**src/rtl/branch_seq_unit_pkg.sv**
```systemverilog
// ============================================================================
// Module   : branch_seq_unit_pkg
// Purpose  : Shared types and constants for the branch/PC sequencer.
// Revision : 1.0 - initial release
// ============================================================================
`default_nettype none

package branch_seq_unit_pkg;

  typedef enum logic [1:0] {BSU_IDLE, BSU_RUN, BSU_DONE} bsu_state_t;

  typedef enum {NPC_INC, NPC_REL, NPC_ABS, NPC_CALL, NPC_RET} bsu_npc_t;

  localparam BSU_PC_RESET = '0;

endpackage

`default_nettype wire

```
**src/rtl/bsu_ras.sv**
```systemverilog
// ============================================================================
// Module   : bsu_ras
// Purpose  : Return-address stack (LIFO) with full/empty status; built only
//            when BSU_RAS_EN is defined.
// Revision : 1.0 - initial release
// ============================================================================
`default_nettype none

`ifdef BSU_RAS_EN
module bsu_ras
  import branch_seq_unit_pkg::*;
#(
  parameter int DATA_W = 16,
  parameter int DEPTH  = 4
) (
  input  logic              clk,
  input  logic              rst_n,
  input  logic              i_clear,
  input  logic              i_push,
  input  logic              i_pop,
  input  logic [DATA_W-1:0] i_data,
  output logic [DATA_W-1:0] o_top,
  output logic              o_full,
  output logic              o_empty
);

  localparam int c_cnt_w = $clog2(DEPTH + 1);
  localparam int c_ptr_w = $clog2(DEPTH);

  logic [DATA_W-1:0]  r_stack [DEPTH];
  logic [c_cnt_w-1:0] r_cnt;
  logic [c_ptr_w-1:0] w_top_ptr;

  // cnt-1 never exceeds DEPTH-1, so the low pointer bits suffice
  assign w_top_ptr = r_cnt[c_ptr_w-1:0] - c_ptr_w'(1);
  assign o_top     = r_stack[w_top_ptr];
  assign o_full    = (r_cnt == c_cnt_w'(DEPTH));
  assign o_empty   = (r_cnt == '0);

  always_ff @(posedge clk or negedge rst_n) begin
    if (!rst_n) begin
      r_cnt <= '0;
      for (int i = 0; i < DEPTH; i++) r_stack[i] <= '0;
    end else if (i_clear) begin
      r_cnt <= '0;
    end else if (i_push && !o_full) begin
      r_stack[r_cnt[c_ptr_w-1:0]] <= i_data;
      r_cnt <= r_cnt + c_cnt_w'(1);
    end else if (i_pop && !o_empty) begin
      r_cnt <= r_cnt - c_cnt_w'(1);
    end
  end

endmodule
`endif

`default_nettype wire

```
**src/rtl/branch_seq_unit.sv**
```systemverilog
// ============================================================================
// Module   : branch_seq_unit
// Purpose  : PC sequencer with writable branch-target tables, registered ALU
//            flags, optional return-address stack (macro BSU_RAS_EN) and an
//            IDLE/RUN/DONE control state machine.
// Revision : 1.0 - initial release
// ============================================================================
`default_nettype none

module branch_seq_unit
  import branch_seq_unit_pkg::*;
#(
  parameter int  PC_W      = 16,
  parameter int  TBL_DEPTH = 32,
  parameter int  RAS_DEPTH = 4,
  localparam int IDX_W     = $clog2(TBL_DEPTH)
) (
  input  logic             CLK,
  input  logic             reset_n,
  input  logic             start,
  input  logic             halt,
  input  logic             stall,
  input  logic             br_abs,
  input  logic             br_rel_z,
  input  logic             br_rel_nz,
  input  logic             call,
  input  logic             ret,
  input  logic [IDX_W-1:0] idx,
  input  logic             flag_we,
  input  logic             alu_zero,
  input  logic             alu_c,
  input  logic             alu_s,
  input  logic             tbl_we,
  input  logic             tbl_sel,
  input  logic [IDX_W-1:0] tbl_waddr,
  input  logic [PC_W-1:0]  tbl_wdata,
  output logic [PC_W-1:0]  PC,
  output logic             F_ZERO,
  output logic             F_C_OUT,
  output logic             F_S_OUT,
  output logic             DONE,
  output logic             ras_err
);

  bsu_state_t       r_state;
  logic [PC_W-1:0]  r_pc;
  logic             r_f_zero, r_f_c, r_f_s;
  logic             r_done, r_ras_err;
  logic [PC_W-1:0]  r_rel_tbl [TBL_DEPTH];
  logic [PC_W-1:0]  r_abs_tbl [TBL_DEPTH];

  logic [PC_W-1:0]  w_pc_inc, w_rel_tgt, w_abs_tgt, w_npc, w_ras_top;
  logic             w_rel_take, w_advance, w_ras_full, w_ras_empty, w_ras_err_set;
  bsu_npc_t         w_npc_sel;

  assign w_pc_inc   = r_pc + PC_W'(1);
  assign w_rel_tgt  = r_pc + r_rel_tbl[idx];
  assign w_abs_tgt  = r_abs_tbl[idx];
  // Conditions look at the flag register, never at the same-cycle ALU flags
  assign w_rel_take = (br_rel_z && r_f_zero) || (br_rel_nz && !r_f_zero);
  assign w_advance  = (r_state == BSU_RUN) && !stall && !start;

  always_comb begin
    w_npc_sel = NPC_INC;
`ifdef BSU_RAS_EN
    if (ret)             w_npc_sel = NPC_RET;
    else if (call)       w_npc_sel = NPC_CALL;
    else if (br_abs)     w_npc_sel = NPC_ABS;
    else if (w_rel_take) w_npc_sel = NPC_REL;
`else
    if (call || br_abs)  w_npc_sel = NPC_ABS;
    else if (w_rel_take) w_npc_sel = NPC_REL;
`endif
  end

  always_comb begin
    w_npc = w_pc_inc;
    case (w_npc_sel)
      NPC_REL:           w_npc = w_rel_tgt;
      NPC_ABS, NPC_CALL: w_npc = w_abs_tgt;
      NPC_RET:           w_npc = w_ras_empty ? w_pc_inc : w_ras_top;
      default:           w_npc = w_pc_inc;
    endcase
  end

`ifdef BSU_RAS_EN
  logic w_ras_push, w_ras_pop;

  assign w_ras_push    = w_advance && (w_npc_sel == NPC_CALL) && !w_ras_full;
  assign w_ras_pop     = w_advance && (w_npc_sel == NPC_RET) && !w_ras_empty;
  assign w_ras_err_set = w_advance && (((w_npc_sel == NPC_CALL) && w_ras_full) ||
                                       ((w_npc_sel == NPC_RET) && w_ras_empty));

  bsu_ras #(
    .DATA_W (PC_W),
    .DEPTH  (RAS_DEPTH)
  ) u_ras (
    .clk     (CLK),
    .rst_n   (reset_n),
    .i_clear (start),
    .i_push  (w_ras_push),
    .i_pop   (w_ras_pop),
    .i_data  (w_pc_inc),
    .o_top   (w_ras_top),
    .o_full  (w_ras_full),
    .o_empty (w_ras_empty)
  );
`else
  logic w_unused_ras;

  assign w_ras_top     = '0;
  assign w_ras_full    = 1'b0;
  assign w_ras_empty   = 1'b1;
  assign w_ras_err_set = 1'b0;
  assign w_unused_ras  = ret ^ (RAS_DEPTH < 2);
`endif

  always_ff @(posedge CLK or negedge reset_n) begin
    if (!reset_n) begin
      r_state   <= BSU_IDLE;
      r_pc      <= PC_W'(BSU_PC_RESET);
      r_f_zero  <= 1'b0;
      r_f_c     <= 1'b0;
      r_f_s     <= 1'b0;
      r_done    <= 1'b0;
      r_ras_err <= 1'b0;
    end else if (start) begin
      r_state   <= BSU_RUN;
      r_pc      <= PC_W'(BSU_PC_RESET);
      r_f_zero  <= 1'b0;
      r_f_c     <= 1'b0;
      r_f_s     <= 1'b0;
      r_done    <= 1'b0;
      r_ras_err <= 1'b0;
    end else begin
      case (r_state)
        BSU_RUN: begin
          if (flag_we) begin
            r_f_zero <= alu_zero;
            r_f_c    <= alu_c;
            r_f_s    <= alu_s;
          end
          if (!stall) begin
            r_pc <= w_npc;
            if (w_ras_err_set) r_ras_err <= 1'b1;
            if (halt) begin
              r_state <= BSU_DONE;
              r_done  <= 1'b1;
            end
          end
        end
        default: ;
      endcase
    end
  end

  // Table writes ignore state, stall and start; only reset_n clears them
  always_ff @(posedge CLK or negedge reset_n) begin
    if (!reset_n) begin
      for (int i = 0; i < TBL_DEPTH; i++) begin
        r_rel_tbl[i] <= '0;
        r_abs_tbl[i] <= '0;
      end
    end else if (tbl_we) begin
      if (tbl_sel) r_abs_tbl[tbl_waddr] <= tbl_wdata;
      else         r_rel_tbl[tbl_waddr] <= tbl_wdata;
    end
  end

  assign PC      = r_pc;
  assign F_ZERO  = r_f_zero;
  assign F_C_OUT = r_f_c;
  assign F_S_OUT = r_f_s;
  assign DONE    = r_done;
  assign ras_err = r_ras_err;

endmodule

`default_nettype wire

```
**config.mk**
```make
export PLATFORM = sky130hd
export DESIGN_NAME = branch_seq_unit
export DESIGN_NICKNAME = d
export VERILOG_FILES = /design/src/rtl/branch_seq_unit_pkg.sv /design/src/rtl/bsu_ras.sv /design/src/rtl/branch_seq_unit.sv
export SDC_FILE = /design/constraint.sdc
export NUM_CORES = 1
export LEC_CHECK = 0
export ABC_AREA = 1
export BUFFER_PORTS_ARGS = -buffer_cell sky130_fd_sc_hd__buf_2
export CAP_MARGIN = 10
export CORE_UTILIZATION = 45
export CTS_CLUSTER_DIAMETER = 100
export CTS_CLUSTER_SIZE = 25
export DETAILED_ROUTE_END_ITERATION = 7
export PLACE_DENSITY = 0.6
export SLEW_MARGIN = 20
export SYNTH_ARGS = -nofsm -noshare
export SYNTH_HDL_FRONTEND = slang
export SYNTH_SLANG_ARGS = --single-unit
```
**constraint.sdc**
```tcl
create_clock -name CLK -period 4.3 [get_ports CLK]
set_input_delay 0.43 -clock CLK [delete_from_list [all_inputs] [get_ports CLK]]
set_output_delay 0.43 -clock CLK [all_outputs]
set_load 0.1 [all_outputs]
```
==> impl_metrics.env <==
export IMPL_crit_family="compound AO/OA/AOI/OAI gates"
export IMPL_holdBufCountCts=5
export IMPL_min_path_type="primary input to flop"
export IMPL_max_stage_delay_ps=540
export IMPL_fin_skew_ps=41.8
export IMPL_path_max_fanout=8
export IMPL_grt_max_degree=117
export IMPL_cts_buffer_depth=3
export IMPL_route_detailed_wl_per_inst_um=21.3
export IMPL_hpwl_mm=87.3
export IMPL_port_buffers=60
export IMPL_hold_viol=0
export IMPL_ys_warnings_count=0
export IMPL_cellLeakagePower_nw=22.5
export IMPL_synthTopCellsByArea="dfrtp_1 (55%), o21ai_0 (14%), nand2_1 (12%), nand3_1 (4.1%), nor2_1 (3.4%)"
export IMPL_critical_path_class="flop to flop"
export IMPL_powerDensity_nw_per_um2=401
export IMPL_ys_ff_latch=1045
export IMPL_grt_pass1_vias=36700
export IMPL_slew_violations=0
export IMPL_fin_tns_setup_ps=0
export IMPL_worstPathArrival_ps=4030
export IMPL_ioPinCount=63
export IMPL_detail_route_wirelength_mm=146
export IMPL_syn_inst=5670
export IMPL_fin_ws_ps=869
export IMPL_yosysUniqueCellTypes=40
export IMPL_slew_headroom_pct=25.6
export IMPL_finalSetupViolCount=0
export IMPL_rsz0062_at_grt="no"
export IMPL_seq_area_um2=26200
export IMPL_ir_drop_mv=0.279
export IMPL_mostFrequentLayoutCell="nand2_1"
export IMPL_multi_input_area_um2=18800
export IMPL_yosys_most_used_dff="dfrtp_1"
export IMPL_dp_slack_ps=347
export IMPL_synth_cell_area_um2=47500
export IMPL_gp_congestion=0.871
export IMPL_drv_cap=0
export IMPL_cts_sinks=1045
export IMPL_grt_use_total_pct=27.2
export IMPL_tightest_slew_ps=1110
export IMPL_grt_pass1_wl_mm=227
export IMPL_drt_iter0_drc=4693
export IMPL_synth_edf_count=0
export IMPL_fin_nets=5504
export IMPL_critPathLaunchType="flop"
export IMPL_cpMaxStageDelayCell="a21oi_2"
export IMPL_dr_pass1_iters=6
export IMPL_die_x_um=327
export IMPL_drt_vias_per_instance=5.77
export IMPL_die_area_um2=107000
export IMPL_status="complete, no violations"
export IMPL_yosys_area_top_type="dfrtp_1"
export IMPL_syn_avg_cell_area_um2=8.37
export IMPL_cts_buffers=48
export IMPL_clk_pin_slew_ps=100
export IMPL_fillers=10100
export IMPL_path_buf_inv=2
export IMPL_ctsHtreeMaxLevel=2
export IMPL_vias=39400
export IMPL_initial_core_util_pct=45.6
export IMPL_critPathCaptureType="flop"
export IMPL_cts_setup_buffers=0
export IMPL_gr_total_overflow=0
export IMPL_area_growth_pct=5.75
export IMPL_postSynthNetCount=5728
export IMPL_final_cell_mix="nand2_1 (1484), o21ai_0 (1317), dfrtp_1 (1045)"
export IMPL_antenna_found_initial=3
export IMPL_path_cells="inv_1, nand2_1, a21oi_2, nand2_1, a21oi_1, fa_1, nand2_1, nand3_1, o21ai_0, o21ai_0, inv_1, o21ai_0, a21oi_1, o21ai_0, nand3_1, nand2_1"
export IMPL_drc=0
export IMPL_cts_resized_gates=0
export IMPL_postRouteAntennaNets=0
export IMPL_yosysSeqAreaShare_pct=55.1
export IMPL_std_cell_rows=118
export IMPL_finalCritPeriodShare_pct=79.8
export IMPL_die_h_um=327
export IMPL_fmax_mhz=291
export IMPL_cts_tree="done"
export IMPL_cp_required_ps=4900
export IMPL_timing_final_crit_period_ps=3430
export IMPL_layout_drive_gt1_share_pct=6.60
export IMPL_synthArstFlopShare_pct=100
export IMPL_yosysTopAreaCellShare_pct=55.1
export IMPL_core_area_um2=104000
export IMPL_clockRootBuffer="clkbuf_16"
export IMPL_clock_latency_ps=660
==> metal layers <==
layer / vias up / global-route usage (%) / share of wire, %
met4: 2 / 7.93 / 2.9
li1: 18600 / - / -
met2: 1246 / 42.1 / 45
met1: 19500 / 40.6 / 46
met3: 155 / 2.56 / 6.1
met5: - / 0 / 0.0082
==> kinds of logic (layout without fill, tap and decap cells) <==
family                     count (synthesis)  after routing  share of synthesized area [%]
buffers and inverters                    576            358                           5.45
other                                      1              3                        0.00790
AOI/OAI and AO/OA                       1700           1700                           19.4
xor gates and xnor gates                   4              4                         0.0738
adders and majority gates                 16             16                          0.437
DFF                                     1045           1045                           55.1
and+or+nand+nor                         2328           2328                           19.6
==> state kept, by name, indices dropped and copies added (netlist names) <==
signal / count
r_abs_tbl: 512
r_rel_tbl: 512
PC: 16
DONE: 1
F_C_OUT: 1
F_S_OUT: 1
F_ZERO: 1
r_state: 1
==> tightest hold or removal path: stages <==
cell and delay [ps]:
buf_2 100, nor2_1 100, a211oi_1 60
==> per-stage QoR <==
step                      hold WS [ps]  util (%)  instance area, um2  instances  power [mW]
after floorplan                    134         -               47500       5670        13.9
after global placement             460      46.9               48900       6771        14.9
after detailed placement           462      46.9               48900       6771        15.0
after CTS                         10.5      48.2               50200       6832        20.3
after global routing              40.0      48.2               50200       6832        21.2
final                             56.9      48.2               50200       6834        20.2
==> cell type report <==
class	count	share of cell area [%]
Sequential cell	1045	52.1
Clock buffer	51	2.48
Clock inverter	5	0.0997
Timing Repair Buffer	244	4.04
Inverter	58	0.496
Tap cell	1380	3.44
Multi-Input combinational cell	4049	37.4
Antenna cell	2	0.00997
==> path summary, 6_finish.rpt <==
| path | end | slack (ps) | from | cells after the start |
|---|---|---|---|---|
| max | PC[8] | 870 | F_ZERO | 16 |
| min | F_ZERO | 60 | alu_zero | 3 |
| max reg2reg | PC[8] | 870 | F_ZERO | 16 |
| min reg2reg | r_rel_tbl[39] | 480 | r_rel_tbl[39] | 2 |
| max in group asynchronous | r_rel_tbl[290] | 2670 | reset_n | 3 |
| min in group asynchronous | r_rel_tbl[83] | 430 | reset_n | 2 |
==> cell usage after synthesis, types with 2 or more instances <==
library cell,count
nor2_2,3
o22ai_1,87
nand3_1,392
o21ai_0,1317
ha_1,15
o21ai_2,27
a211oi_1,2
dfrtp_1,1045
nor3_1,2
buf_2,127
a22o_1,7
clkbuf_1,321
inv_4,2
inv_2,3
buf_4,32
nand2_1,1487
a21o_1,3
o211ai_1,13
buf_1,18
o221ai_1,99
xor2_1,3
a21oi_1,42
a31oi_1,17
nor2_1,433
nor3_4,4
clkinv_1,16
o21ai_1,83
inv_1,37
nand2_2,4
buf_6,19
==> power breakdown <==
part	switching (mW)	leakage, nW	internal (mW)
logic	2.04	7.94	1.07
registers	0.664	13.9	11.1
clock network	3.21	0.633	2.09
Power figures use the tool's default switching activity.
